$ cat config.mk
export PLATFORM = sky130hd
export DESIGN_NAME = piso_serializer
export DESIGN_NICKNAME = d
export VERILOG_FILES = /design/src/rtl/piso_pkg.sv /design/src/rtl/piso_bit_counter.sv /design/src/rtl/piso_serializer.sv
export SDC_FILE = /design/constraint.sdc
export NUM_CORES = 1
export LEC_CHECK = 0
export CORE_MARGIN = 2
export CORE_UTILIZATION = 43
export DETAILED_ROUTE_END_ITERATION = 8
export PLACE_DENSITY = 0.75
export SLEW_MARGIN = 20
export SYNTH_ARGS = -nofsm -noshare
export SYNTH_HDL_FRONTEND = slang
export SYNTH_HIERARCHICAL = 1
export SYNTH_SLANG_ARGS = --single-unit
$ cat constraint.sdc
create_clock -name clk -period 1.5 [get_ports clk]
set_input_delay 0.3 -clock clk [delete_from_list [all_inputs] [get_ports clk]]
set_output_delay 0.3 -clock clk [all_outputs]
set_load 0.02 [all_outputs]
$ cat src/rtl/piso_pkg.sv
// Shared types and constants for the parallel-in / serial-out serializer.
// Optional feature macro: PISO_SERIALIZER_PARITY_EN adds a trailing even-parity bit
// and the PARITY state.
package piso_pkg;

`ifdef PISO_SERIALIZER_PARITY_EN
    typedef enum logic [1:0] {
        IDLE   = 2'd0,
        SHIFT  = 2'd1,
        PARITY = 2'd2
    } piso_state_e;
`else
    typedef enum logic [0:0] {
        IDLE  = 1'b0,
        SHIFT = 1'b1
    } piso_state_e;
`endif

    // Level driven on s_out whenever no frame bit is being presented.
    localparam logic IDLE_LEVEL = 1'b0;

endpackage

$ cat src/rtl/piso_bit_counter.sv
// Bit-position counter for one serial frame: synchronous clear, count enable,
// and a terminal-count flag when the count reaches N-1. It holds at N-1
// rather than wrapping, so a frame can never restart its bit index by accident.
module piso_bit_counter #(
    parameter int N  = 8,
    parameter int CW = $clog2(N + 1)
) (
    input  logic clk,
    input  logic rst,
    input  logic clr,
    input  logic en,
    output logic tc
);

    localparam logic [CW-1:0] LAST_IDX = CW'(N - 1);

    logic [CW-1:0] cnt_q;
    logic [CW-1:0] cnt_d;

    // Next count: clear wins, otherwise step up until the terminal value.
    always_comb begin
        cnt_d = cnt_q;
        if (clr) begin
            cnt_d = '0;
        end else if (en && (cnt_q != LAST_IDX)) begin
            cnt_d = cnt_q + CW'(1);
        end
    end

    // Count register, forced to zero by reset.
    always_ff @(posedge clk or posedge rst) begin
        if (rst) begin
            cnt_q <= '0;
        end else begin
            cnt_q <= cnt_d;
        end
    end

    assign tc = (cnt_q == LAST_IDX);

endmodule

$ cat src/rtl/piso_serializer.sv
// Parallel-in / serial-out serializer. A word accepted on a valid/ready edge
// is shifted out one bit per cycle starting the next cycle, MSB or LSB first.
// in_ready reopens in the final bit cycle so frames can stream back to back.
// Optional feature macro: PISO_SERIALIZER_PARITY_EN appends an even-parity bit.
module piso_serializer
    import piso_pkg::*;
#(
    parameter int N         = 8,
    parameter int MSB_FIRST = 1
) (
    input  logic         clk,
    input  logic         rst,
    input  logic [N-1:0] in_data,
    input  logic         in_valid,
    output logic         in_ready,
    output logic         s_out,
    output logic         frame,
    output logic         last
);

    piso_state_e  state_q;
    piso_state_e  state_d;
    logic [N-1:0] shreg_q;
    logic [N-1:0] shreg_d;
    logic         s_out_q;
    logic         s_out_d;
    logic         cnt_clr;
    logic         cnt_en;
    logic         cnt_tc;
    logic         accept;
`ifdef PISO_SERIALIZER_PARITY_EN
    logic         parity_q;
    logic         parity_d;
`endif

    // First bit to leave a word, according to the configured bit order.
    function automatic logic head_bit(input logic [N-1:0] w);
        return (MSB_FIRST != 0) ? w[N-1] : w[0];
    endfunction

    // Word with its leading bit removed, ready to present the next one.
    function automatic logic [N-1:0] drop_head(input logic [N-1:0] w);
        return (MSB_FIRST != 0) ? {w[N-2:0], 1'b0} : {1'b0, w[N-1:1]};
    endfunction

    piso_bit_counter #(
        .N (N)
    ) u_bit_counter (
        .clk (clk),
        .rst (rst),
        .clr (cnt_clr),
        .en  (cnt_en),
        .tc  (cnt_tc)
    );

    assign accept = in_valid && in_ready;

    // Next-state, shift and output-bit logic; an accept always starts a fresh frame.
    always_comb begin
        state_d = state_q;
        shreg_d = shreg_q;
        s_out_d = s_out_q;
        cnt_clr = 1'b0;
        cnt_en  = 1'b0;
`ifdef PISO_SERIALIZER_PARITY_EN
        parity_d = parity_q;
`endif
        unique case (state_q)
            IDLE: begin
                s_out_d = IDLE_LEVEL;
            end
            SHIFT: begin
                if (!cnt_tc) begin
                    cnt_en  = 1'b1;
                    s_out_d = head_bit(shreg_q);
                    shreg_d = drop_head(shreg_q);
                end else begin
`ifdef PISO_SERIALIZER_PARITY_EN
                    state_d = PARITY;
                    s_out_d = parity_q;
`else
                    state_d = IDLE;
                    s_out_d = IDLE_LEVEL;
`endif
                end
            end
`ifdef PISO_SERIALIZER_PARITY_EN
            PARITY: begin
                state_d = IDLE;
                s_out_d = IDLE_LEVEL;
            end
`endif
            default: begin
                state_d = IDLE;
                s_out_d = IDLE_LEVEL;
            end
        endcase

        if (accept) begin
            state_d = SHIFT;
            cnt_clr = 1'b1;
            s_out_d = head_bit(in_data);
            shreg_d = drop_head(in_data);
`ifdef PISO_SERIALIZER_PARITY_EN
            parity_d = ^in_data;
`endif
        end
    end

    // State, shift register and serial output registers.
    always_ff @(posedge clk or posedge rst) begin
        if (rst) begin
            state_q  <= IDLE;
            shreg_q  <= '0;
            s_out_q  <= IDLE_LEVEL;
`ifdef PISO_SERIALIZER_PARITY_EN
            parity_q <= 1'b0;
`endif
        end else begin
            state_q  <= state_d;
            shreg_q  <= shreg_d;
            s_out_q  <= s_out_d;
`ifdef PISO_SERIALIZER_PARITY_EN
            parity_q <= parity_d;
`endif
        end
    end

    // Handshake and framing flags decode straight from registered state.
    assign s_out = s_out_q;
    assign frame = (state_q != IDLE);
`ifdef PISO_SERIALIZER_PARITY_EN
    assign last     = (state_q == PARITY);
    assign in_ready = (state_q == IDLE) || (state_q == PARITY);
`else
    assign last     = (state_q == SHIFT) && cnt_tc;
    assign in_ready = (state_q == IDLE) || ((state_q == SHIFT) && cnt_tc);
`endif

endmodule

Word-level counts from Yosys, hierarchy flattened --
Index checks and enable logic that the tools add are counted.
Cells by class: mux-type cells 12, reductions and logical operators 7, equality and inequality tests 3, bitwise operators 1, add/sub/neg operators 1
Operator list (number):
- 2-to-1 mux 8 bit | 3
- 2-to-1 mux 4 bit | 2
- 2-to-1 mux 1 bit | 6
- adder 4 x 1 -> 4 bit, second input constant | 1
- == test 4 x 3 -> 1 bit, second input constant | 1
- != test 4 x 3 -> 1 bit, second input constant | 1
- nonzero test 2 bit | 2
- logical AND 1 bit | 3
- != test 2 x 1 -> 1 bit, second input constant | 1
- case mux 1 bit (2 select lines) | 1
- AND reduction 2 bit | 1
- logical OR 1 bit | 1
- NOT 1 bit | 1
Word-level totals: register bits after elaboration 14, input port bits 11

Logic depth before layout (Yosys ltp) --
depth in word-level cells 6, gate-level depth with buffers 7, depth with buffers taken out 7

Modules after synthesis --
Netlist, hierarchy kept.
By module, submodules not included:
- piso_serializer | area an instance 490.5 um^2, seq. area each 225.2 um^2, cells an instance 33, times used 1
- piso_bit_counter | area an instance 215.2 um^2, seq. area each 100.1 um^2, cells an instance 21, times used 1

Worst setup path before layout --
OpenSTA, ideal clock, no wires.
path kind register to register, start reg u_bit_counter.cnt_q[0], end reg u_bit_counter.cnt_q[0], setup time 125 ps, clock period less this slack 1698 ps, slack -198 ps, stages on the path, launching flop included 8, arrival time 1574 ps, path buffers 0, required time 1375 ps, cells stage by stage dfrtp_1 ha_1 and3b_1 nor2b_4 inv_2 and2_2 nor2b_1 mux2_2
On the way: elaborated cells between the ends (all ways) 13, those cells by class 1 x add/sub; 2 x eq/ne; 5 x mux; 5 x reduce/logical
RTL lines:
- start, declared | RTL line piso_bit_counter.sv:17 | logic [CW-1:0] cnt_q;
- start signal, assigned | RTL line piso_bit_counter.sv:35 | cnt_q <= cnt_d;
- == test 4 x 3 -> 1 bit | RTL line piso_bit_counter.sv:39 | assign tc = (cnt_q == LAST_IDX);
- named net cnt_tc | RTL line piso_serializer.sv:29 | logic cnt_tc;
- 2-to-1 mux 1 bit | RTL line piso_serializer.sv:73 | if (!cnt_tc) begin
- 2-to-1 mux 1 bit | RTL line piso_serializer.sv:68 | unique case (state_q)
- named net cnt_en | RTL line piso_serializer.sv:28 | logic cnt_en;
- logical AND 1 bit | RTL line piso_bit_counter.sv:25 | end else if (en && (cnt_q != LAST_IDX)) begin
- nonzero test 2 bit (no source line)
The timed path passes the listed nets, and every way through them passes these cells. The select of a mux whose other input is x is not followed. A chain may end at the register's enable or synchronous reset.

Worst setup path after layout --
start reg u_bit_counter.cnt_q[1], end out last
On the way: longest elaborated chain between the ends 2
RTL lines:
- == test 4 x 3 -> 1 bit | RTL line piso_bit_counter.sv:39
- named net cnt_tc | RTL line piso_serializer.sv:29
- logical AND 1 bit | RTL line piso_serializer.sv:136 | assign last = (state_q == SHIFT) && cnt_tc;
- end, declared | RTL line piso_serializer.sv:18 | output logic last
The timed path passes the listed nets, and every way through them passes these cells.

==> run metrics <==
status=finished, violations left; failing checks=negative setup slack; DRC=0; Total Power=0.00227 W; Syn Inst Count=54; endpoints failing setup=12; CP required=1.20 ns; top-area cell type share of the netlist area=0.461; worst setup path class=flop to output port; PwrDens=around 2000 mW/mm^2; Mapped Area=706 sq um; drt via density=between 4 and 5; CTS Buffer Depth=2; clk_skew=slightly below 0.005 ns; vias=533; IO Pins=15; Avg Inst Size Synth=13.1 sq um; Clock Tree Root=clkbuf_4; drt first pass iters=4; H-tree depth=1; Initial Util=0.463; worst slew pin tran=0.349 ns; peak supply drop=between 1 and 1.5 mV; area leader, netlist=dfrtp_1; GRT overflow=0; CTS hold repair buffers=0; CTS tree=yes; Final Util=0.740; critical path fanouts, max=3; die width=44.5 um; Die ar.=0.00198 sq mm; Pleak=around 0.57 nW; Synth cell types=24; antenna-violating nets left=0; Worst Slack Setup Final=-0.250 ns; Final Max Tran Viols=0; Syn-to-layout area delta=59.8%; Crit Reg-Reg Endpoint=u_bit_counter/cnt_q[3]; fin crit period=approximately 1.7 ns; reg2reg setup slack=-0.24 ns; Port Buf Inserts=14; sequential area share after synthesis=0.461; post-synthesis net count=66; GPL Wtd Cong=0.743; crit path DAT=approximately 1.5 ns; Die Y=44.5 um; final net count=104; synth warn=6; Peak Freq=0.572 GHz; R2R depth=7; Inserted Diodes=0; Crit. End Element=output port; Clk Latency, worst-skew pair=between 0.2 and 0.3 ns; antenna violations before repair=0; unrepaired setup endpoints after global routing=true; reg-to-reg startpoint=u_bit_counter/cnt_q[1]; Fillers=107; first-pass GRT wire length=roughly 2300 um; CP Launch Type=flop; cts bufs inserted=3; GRT Total Usage=0.165; post-detail-place hpwl=1050 um; number of global-route vias before repair=about 530; Max-Cap Viols=0; drt first-iter violations=7; number of synthesized register bits=13; Fin. Hold Viols=0; Total Routed Length=1550 um; final worst-path cycle share=1.17; share of cells above drive strength 1=0.571; routed len/inst=between 10 and 15 um; largest net degree at the start of global routing=11; clock sink count=13; clock slew at reported path FFs=0.08 ns; total negative slack=-2.30 ns; row cnt=14; synth top area cells=dfrtp_1 46%, mux2_4 26%, mux2i_1 2.8%; core area=approximately 0.0015 sq mm; max_slew headroom=0.767; worst min path class=input pin to asynchronous set/reset pin
-- final cells by class --
type | instances | area, sq um | area share
well taps | 16 | 20.0 | 0.0178
repair buffers | 34 | 333 | 0.295
flip-flops and latches | 13 | 325 | 0.289
clock buffers | 4 | 26.3 | 0.0233
multi-input cells | 37 | 407 | 0.361
inverters | 3 | 16.3 | 0.0144
-- layout by cell type, fill, tap and decap left out --
cell type / instances
clkdlybuf4s50_1: 10
mux2_4: 13
nand3b_1: 1
a21oi_1: 1
buf_4: 13
dlymetal6s2s_1: 1
clkbuf_4: 3
or3_1: 1
a21oi_2: 1
mux2i_1: 1
nand2b_4: 2
nor3_2: 1
nor2b_2: 1
o21ai_0: 1
nand2b_2: 1
inv_1: 2
dlygate4sd2_1: 1
clkbuf_1: 1
buf_12: 1
ha_2: 1
nand2_1: 2
and3b_2: 1
and2_4: 2
and4_1: 1
buf_8: 1
nand4_1: 1
inv_6: 1
mux2i_2: 1
buf_6: 7
nor2_1: 2
nor2b_4: 2
dfrtp_1: 13
-- kinds of logic (layout without fill, tap and decap cells) --
kind of cell             count (synthesis)  after routing  share of synthesized area
flip-flops                              13             13                      0.461
buffers and inverters                    4             41                     0.0319
AO/OA/AOI/OAI                            3              3                     0.0213
multiplexers                            15             15                      0.300
AND/OR/NAND/NOR                         18             18                      0.168
adder cells (fa/ha/maj)                  1              1                     0.0177
-- state kept, by name, indices dropped and copies added (netlist names) --
signal               cells
frame                    1
s_out                    1
shreg_q                  7
u_bit_counter/cnt_q      4
-- worst max-delay path by stage --
stage,startpoint,endpoint,slack [ns]
2_1_floorplan,u_bit_counter/cnt_q[1],u_bit_counter/cnt_q[0],-0.12
3_3_place_gp,u_bit_counter/cnt_q[1],in_ready,-0.28
3_5_place_dp,u_bit_counter/cnt_q[1],in_ready,-0.32
4_1_cts,u_bit_counter/cnt_q[0],in_ready,-0.23
5_1_grt,u_bit_counter/cnt_q[1],u_bit_counter/cnt_q[3],-0.31
6_report,u_bit_counter/cnt_q[1],last,-0.25
-- metrics by stage --
stage	area, sq um	setup slack (ns)	hold slack, ns	cells
floorplan	739	-0.119	0.0661	54
global placement	976	-0.283	0.487	93
detailed placement	976	-0.315	0.497	93
CTS	1020	-0.232	0.232	98
global route	1130	-0.313	0.249	107
finish	1130	-0.250	0.233	107
-- cells in the mapped netlist --
master / instances
and4_1: 1
mux2_2: 1
inv_2: 1
nand2b_1: 2
dfrtp_1: 13
nand4_1: 1
mux2i_1: 2
inv_1: 2
nor2b_1: 2
or3_1: 1
and3b_1: 1
buf_6: 1
nor2b_4: 1
nand2b_2: 1
a21oi_1: 2
nand2_1: 2
nor2_1: 2
nor3_1: 1
mux2_4: 12
and2_1: 1
and2_2: 1
nand3b_1: 1
o21ai_0: 1
ha_1: 1
-- per-layer routing --
| layer | up-vias | wire length (um) | track usage |
|---|---|---|---|
| li1 | 264 | - | - |
| met1 | 256 | 675 | 0.198 |
| met2 | 13 | 823 | 0.290 |
| met3 | 0 | 52 | 0.0245 |
| met4 | 0 | 0 | 0.0727 |
| met5 | - | 0 | 0 |
-- timing repair --
item,CTS,global route
setup buffers,1,9
pin swaps,2,3
endpoints found under the setup margin,13,13
resized for setup,16,10
-- critical path, stage by stage (launching register included) --
cell	delay [ns]
dfrtp_1	0.40
ha_2	0.19
and3b_2	0.23
buf_6	0.12
and2_4	0.12
buf_6	0.12
-- power by group --
part	total, W	internal [W]	switching [W]
Clock	0.000215	0.000103	0.000113
Combinational	0.00149	0.000945	0.000549
Sequential	0.000565	0.000489	0.0000757
No activity file was read; power rests on OpenSTA's default activity.
